$ cat src/rtl/axon_pkg.sv
// Shared definitions for the array output path: drain FSM state encoding and default data width.
package axon_pkg;

    localparam int DW_DEFAULT = 16;

    typedef enum logic [1:0] {
        ST_IDLE  = 2'd0,
        ST_DRAIN = 2'd1,
        ST_FLUSH = 2'd2,
        ST_CLEAR = 2'd3
    } drain_state_e;

endpackage

$ cat src/rtl/psum_drain_ctrl_if.sv
// Output-BRAM write port: one request slot with a valid/ready handshake.
interface psum_drain_ctrl_if #(
    parameter int DW     = 16,
    parameter int ADDR_W = 10
);
    logic              wr_valid;
    logic              wr_ready;
    logic [ADDR_W-1:0] wr_addr;
    logic [DW-1:0]     wr_data;

    modport master (
        output wr_valid,
        output wr_addr,
        output wr_data,
        input  wr_ready
    );

    modport slave (
        input  wr_valid,
        input  wr_addr,
        input  wr_data,
        output wr_ready
    );
endinterface

$ cat src/rtl/psum_drain_ctrl.sv
// Drains one output-stationary PE column into output BRAM through a single-entry write slot,
// with optional ReLU, then pulses clear_psum to the column.
module psum_drain_ctrl
    import axon_pkg::*;
#(
    parameter int DW     = DW_DEFAULT,
    parameter int N_ROWS = 16,
    parameter int ADDR_W = 10
) (
    input  logic              clk,
    input  logic              rst,
    input  logic              start,
    input  logic [ADDR_W-1:0] base_addr,
    input  logic              relu_en,
    input  logic [DW-1:0]     drain_in,
    output logic              eject_ctrl,
    output logic              pe_en_out,
    output logic              clear_psum,
    output logic              busy,
    output logic              done,
    psum_drain_ctrl_if.master wr
);

    localparam int                CNT_W    = $clog2(N_ROWS);
    localparam logic [CNT_W-1:0] LAST_CNT = CNT_W'(N_ROWS - 1);

    drain_state_e      state_q, state_d;
    logic [CNT_W-1:0]  shift_cnt_q, shift_cnt_d;
    logic [ADDR_W-1:0] base_q, base_d;
    logic              relu_q, relu_d;
    logic              valid_q, valid_d;
    logic [ADDR_W-1:0] addr_q, addr_d;
    logic [DW-1:0]     data_q, data_d;

    logic shift;
    logic accept;

    function automatic logic [DW-1:0] apply_relu(input logic [DW-1:0] x, input logic en);
        return (en && x[DW-1]) ? '0 : x;
    endfunction

    // The chain only advances when the slot can take the word it produces.
    assign shift  = (state_q == ST_DRAIN) && (!valid_q || wr.wr_ready);
    assign accept = valid_q && wr.wr_ready;

    assign eject_ctrl  = shift;
    assign pe_en_out   = shift;
    assign clear_psum  = (state_q == ST_CLEAR);
    assign done        = (state_q == ST_CLEAR);
    assign busy        = (state_q != ST_IDLE);

    assign wr.wr_valid = valid_q;
    assign wr.wr_addr  = addr_q;
    assign wr.wr_data  = data_q;

    always_comb begin
        state_d     = state_q;
        shift_cnt_d = shift_cnt_q;
        base_d      = base_q;
        relu_d      = relu_q;
        valid_d     = valid_q;
        addr_d      = addr_q;
        data_d      = data_q;

        if (shift) begin
            valid_d = 1'b1;
            data_d  = apply_relu(drain_in, relu_q);
            addr_d  = base_q + ADDR_W'(shift_cnt_q);
        end else if (accept) begin
            valid_d = 1'b0;
        end

        case (state_q)
            ST_IDLE: begin
                if (start) begin
                    state_d     = ST_DRAIN;
                    base_d      = base_addr;
                    relu_d      = relu_en;
                    shift_cnt_d = '0;
                end
            end
            ST_DRAIN: begin
                if (shift) begin
                    shift_cnt_d = shift_cnt_q + 1'b1;
                    if (shift_cnt_q == LAST_CNT) begin
                        state_d = ST_FLUSH;
                    end
                end
            end
            ST_FLUSH: begin
                if (!valid_q || wr.wr_ready) begin
                    state_d = ST_CLEAR;
                end
            end
            ST_CLEAR: begin
                state_d = ST_IDLE;
            end
            default: begin
                state_d = ST_IDLE;
            end
        endcase
    end

    // Reset aborts a drain in place: the slot is dropped and the PEs are not cleared.
    always_ff @(posedge clk) begin
        if (!rst) begin
            state_q     <= ST_IDLE;
            shift_cnt_q <= '0;
            base_q      <= '0;
            relu_q      <= 1'b0;
            valid_q     <= 1'b0;
            addr_q      <= '0;
            data_q      <= '0;
        end else begin
            state_q     <= state_d;
            shift_cnt_q <= shift_cnt_d;
            base_q      <= base_d;
            relu_q      <= relu_d;
            valid_q     <= valid_d;
            addr_q      <= addr_d;
            data_q      <= data_d;
        end
    end

endmodule

$ cat src/flat_wrapper.sv
// flat-port wrapper written by rule: the top's interface ports become plain ports
module psum_drain_ctrl_flat import axon_pkg::*;
#(
    parameter int DW     = DW_DEFAULT,
    parameter int N_ROWS = 16,
    parameter int ADDR_W = 10
)
  (clk, rst, start, base_addr, relu_en, drain_in, eject_ctrl, pe_en_out, clear_psum, busy, done, wr_wr_valid, wr_wr_addr, wr_wr_data, wr_wr_ready);
  psum_drain_ctrl_if #(.DW(DW), .ADDR_W(ADDR_W)) wr_i ();
  input  logic clk;
  input  logic rst;
  input  logic start;
  input  logic [ADDR_W-1:0] base_addr;
  input  logic relu_en;
  input  logic [DW-1:0] drain_in;
  output logic eject_ctrl;
  output logic pe_en_out;
  output logic clear_psum;
  output logic busy;
  output logic done;
  output wire logic [$bits(wr_i.wr_valid)-1:0] wr_wr_valid;
  output wire logic [$bits(wr_i.wr_addr)-1:0] wr_wr_addr;
  output wire logic [$bits(wr_i.wr_data)-1:0] wr_wr_data;
  input wire logic [$bits(wr_i.wr_ready)-1:0] wr_wr_ready;
  assign wr_wr_valid = wr_i.wr_valid;
  assign wr_wr_addr = wr_i.wr_addr;
  assign wr_wr_data = wr_i.wr_data;
  assign wr_i.wr_ready = wr_wr_ready;
  psum_drain_ctrl #(.DW(DW), .N_ROWS(N_ROWS), .ADDR_W(ADDR_W)) u_core (.clk(clk), .rst(rst), .start(start), .base_addr(base_addr), .relu_en(relu_en), .drain_in(drain_in), .eject_ctrl(eject_ctrl), .pe_en_out(pe_en_out), .clear_psum(clear_psum), .busy(busy), .done(done), .wr(wr_i));
endmodule
$ cat config.mk
export PLATFORM = sky130hd
export DESIGN_NAME = psum_drain_ctrl_flat
export DESIGN_NICKNAME = d
export VERILOG_FILES = /design/src/rtl/axon_pkg.sv /design/src/rtl/psum_drain_ctrl_if.sv /design/src/rtl/psum_drain_ctrl.sv /design/src/flat_wrapper.sv
export SDC_FILE = /design/constraint.sdc
export NUM_CORES = 1
export LEC_CHECK = 0
export CAP_MARGIN = 20
export CORE_MARGIN = 4
export CORE_UTILIZATION = 48
export CTS_BUF_LIST = sky130_fd_sc_hd__clkbuf_8
export DETAILED_ROUTE_END_ITERATION = 16
export HOLD_SLACK_MARGIN = 0.08
export PLACE_DENSITY = 0.82
export SLEW_MARGIN = 20
export SYNTH_ARGS = -nofsm -noshare
export SYNTH_HDL_FRONTEND = slang
export SYNTH_SLANG_ARGS = --single-unit
$ cat constraint.sdc
create_clock -name clk -period 2.4 [get_ports clk]
set_input_delay 0.48 -clock clk [delete_from_list [all_inputs] [get_ports clk]]
set_output_delay 0.48 -clock clk [all_outputs]
set_load 0.1 [all_outputs]
==> run summary <==
### Outcome
* run status: finished, final reports clean

### GRT
* pin count of the biggest net entering global routing: 25
* global-route total usage across every layer: 18.8%
* total congestion overflow: 0
* global-route wire length before repair: 7850 µm
* number of antenna violations at the first check in global routing: 0
* vias in the first global route: 1696

### Finish
* proportion of layout cells with a drive suffix above 1: 14.9%
* multi-input logic area: 1000 µm²
* end-of-flow core utilization: 67.8%
* synthesis-to-layout area growth: 36.1%
* cell area after layout: 2710 µm²
* flip-flop and latch area: 882 µm²
* final net count: 350
* Antenna Diode Count: 0
* filler instances: 326

### STA
* final worst-path cycle share: 88.2%
* Final Slew Violations: 0
* shortest period the worst path allows: 2120 ps
* actual slew at the worst max-slew pin: 484 ps
* setup violators final: 0
* total negative slack for setup checks: 0 ps
* Final Hold Viols: 0
* RSZ-0062 raised after global routing: no
* remaining max-slew budget at the tightest pin: 67.7%
* Max Clk Rate: 472 MHz
* clk_skew: 7.52 ps

### Flow run
* maxcap violations: 0

### Synth
* cells after synthesis: 249
* cell area after synthesis: 1990 µm²
* average cell area after synthesis: 8.00 µm²
* synthesized net count: 291
* count of distinct cell types in the synthesized netlist: 31
* total number of yosys warnings: 0
* sequential fraction of the synthesis area: 44.2%
* number of register bits inferred by synthesis: 44

### Floorplan
* x dimension of the die: 72.4 µm
* Initial Util: 49.8%
* Total Die Area: 5240 µm²
* total I/O pin count: 63
* overall die height: 72.4 µm
* core footprint: 4000 µm²
* std cell rows: 23

### Power and ir drop
* internal power: 0.00181 W
* areal power density over the cells: 1450 nW/µm²
* switching power: 0.00210 W
* Comb power frac: 59.4%
* share of total power in sequential cells: 26.5%
* power share of the clock group: 14.1%
* total power after layout: 0.00392 W
* maximum vdd ir drop: 0.674 mV
* Pleak: 1.10 nW
* net switching share of the total power: 53.7%

### Clock network
* number of buffers created by CTS: 5
* clock tree from TritonCTS: done
* CTS clk-pin slew, worst paths: 80 ps
* Clock Sink Count: 44
* cell chosen for the clock root: clkbuf_8
* Resized cells post-CTS: 0
* clock latency on the worst-skew pair: 300 ps
* total setup buffers inserted after CTS: 0
* Clock Path Buffers: 2
* CTS Hold Bufs: 0
* number of H-tree branching levels: 2

### Drt
* number of design-rule violations left by the first detailed-router iteration: 72
* aggregate routed wire length: 4640 µm
* router iterations before antenna repair: 4
* vias post-DR: 1828
* remaining antenna violation count: 0
* number of vias per cell after detailed routing: 5.09
* per-cell routed wire length: 12.9 µm
* DRC: 0

### Min path
* type of the most critical hold path: reg -> reg
* number of instances on the worst hold path: 2

### Worst setup path
* critical path arrival: 1640 ps
* element type at the critical path end: output pin
* required time of the worst setup path: 1920 ps
* Critical Path Start Type: register
* critical path fanouts, max: 9
* WS Path Type: reg -> out
* length in cells of the worst reg-to-reg path: 7

### Placement
* area after detailed placement: 2600 µm²
* count of buffers inserted at the top-level ports: 62
* DP HPWL: 3430 µm
* gpl congestion: 0.841

==> metrics by stage <==
step,worst slack [ps],hold WS [ps],cells
after floorplan,158,441,249
after global placement,312,440,351
after detailed placement,293,448,351
after CTS,255,459,359
after global routing,161,476,359
final,283,456,359
==> synthesized netlist by cell type <==
library cell	n	share of area [%]
o21ai_0	14	3.5
a21o_1	1	0.38
and3_1	1	0.31
clkbuf_1	9	1.7
fa_1	1	1.0
a21boi_0	1	0.38
o21a_1	1	0.38
ha_1	10	6.3
a21oi_1	36	9.0
nand2_1	51	9.6
a211o_1	1	0.44
a211oi_1	5	1.9
or2_0	1	0.31
clkinv_1	1	0.19
nand2b_1	4	1.3
or3_1	3	0.94
inv_1	10	1.9
a31oi_1	4	1.3
and2b_1	1	0.38
mux2i_1	2	1.0
buf_2	4	1.0
xnor2_1	5	2.2
buf_4	2	0.75
dfxtp_1	44	44
nand3b_1	1	0.38
nand4_2	1	0.63
xor2_1	1	0.44
nor2_1	9	1.7
nand3_1	22	5.5
and2_1	2	0.63
nor3b_1	1	0.38
==> area by class of cell <==
class	instances	share of cell area, %
clock buffer	5	2.54
timing repair buffer	67	22.7
clock inverter	3	1.43
tap	50	2.31
multi-input combinational	179	36.9
inverter	11	1.52
sequential	44	32.5
==> cells in the final DEF, fill, tap and decap left out <==
cell type / instances
nor2_1: 9
bufinv_16: 1
dfxtp_2: 1
nand2_1: 51
nand2b_1: 4
a21oi_1: 36
nand3b_1: 1
clkinv_1: 1
and3_1: 1
clkbuf_8: 5
nor3b_1: 1
or3_1: 3
xnor2_1: 5
o21a_1: 1
buf_4: 34
nand3_1: 22
clkdlybuf4s50_1: 30
a31oi_1: 4
and2_1: 2
xor2_1: 1
buf_12: 3
or2_0: 1
a21boi_0: 1
ha_1: 10
clkinv_2: 1
a211oi_1: 5
inv_1: 11
fa_1: 1
a211o_1: 1
mux2i_1: 2
o21ai_0: 14
dfxtp_1: 43
a21o_1: 1
nand4_2: 1
and2b_1: 1
==> registers in the layout, indices dropped and copies added (netlist names) <==
signal / cells
u_core.base_q: 10
u_core.relu_q: 1
u_core.shift_cnt_q: 4
u_core.state_q: 2
u_core.wr.wr_addr: 10
u_core.wr.wr_data: 16
u_core.wr.wr_valid: 1
==> worst paths after layout <==
kind	from	slack (ps)	endpoint
max	u_core.state_q[1]	280	eject_ctrl
min	u_core.wr.wr_data[6]	460	u_core.wr.wr_data[6]
max reg2reg	u_core.shift_cnt_q[0]	430	u_core.wr.wr_addr[6]
min reg2reg	u_core.wr.wr_data[6]	460	u_core.wr.wr_data[6]
==> cells by family (layout without fill, tap and decap cells) <==
kind of cell             Yosys count  count (layout)  share of synthesized area, %
adder cells (fa/ha/maj)           11              11                          7.29
buffers and inverters             26              86                          5.53
AO/OA/AOI/OAI                     63              63                          17.3
flip-flops                        44              44                          44.2
XOR/XNOR                           6               6                          2.64
AND/OR/NAND/NOR                   97              97                          22.0
multiplexers                       2               2                          1.01
==> worst max-delay path, stage by stage, from the launching register on <==
cell and delay, ps:
dfxtp_1 350, inv_1 100, ha_1 340, nand2_1 120
inv_1 220, buf_12 210
==> metal layers <==
layer	GRT usage, %	share of wire, %
met1	23.5	44
met2	31.4	48
met3	5.26	6.1
met4	5.53	1.6
met5	0	0
==> power groups by stage <==
stage          clock network (W)  registers [W]  logic (W)
6_report                0.000552        0.00104    0.00233
3_3_place_gp                   0        0.00105    0.00231
5_1_grt                 0.000593        0.00106    0.00247
3_5_place_dp                   0        0.00105    0.00234
2_1_floorplan                  0        0.00188   0.000938
4_1_cts                 0.000564        0.00104    0.00234
Note: power is estimated with default switching activity, not from simulation.
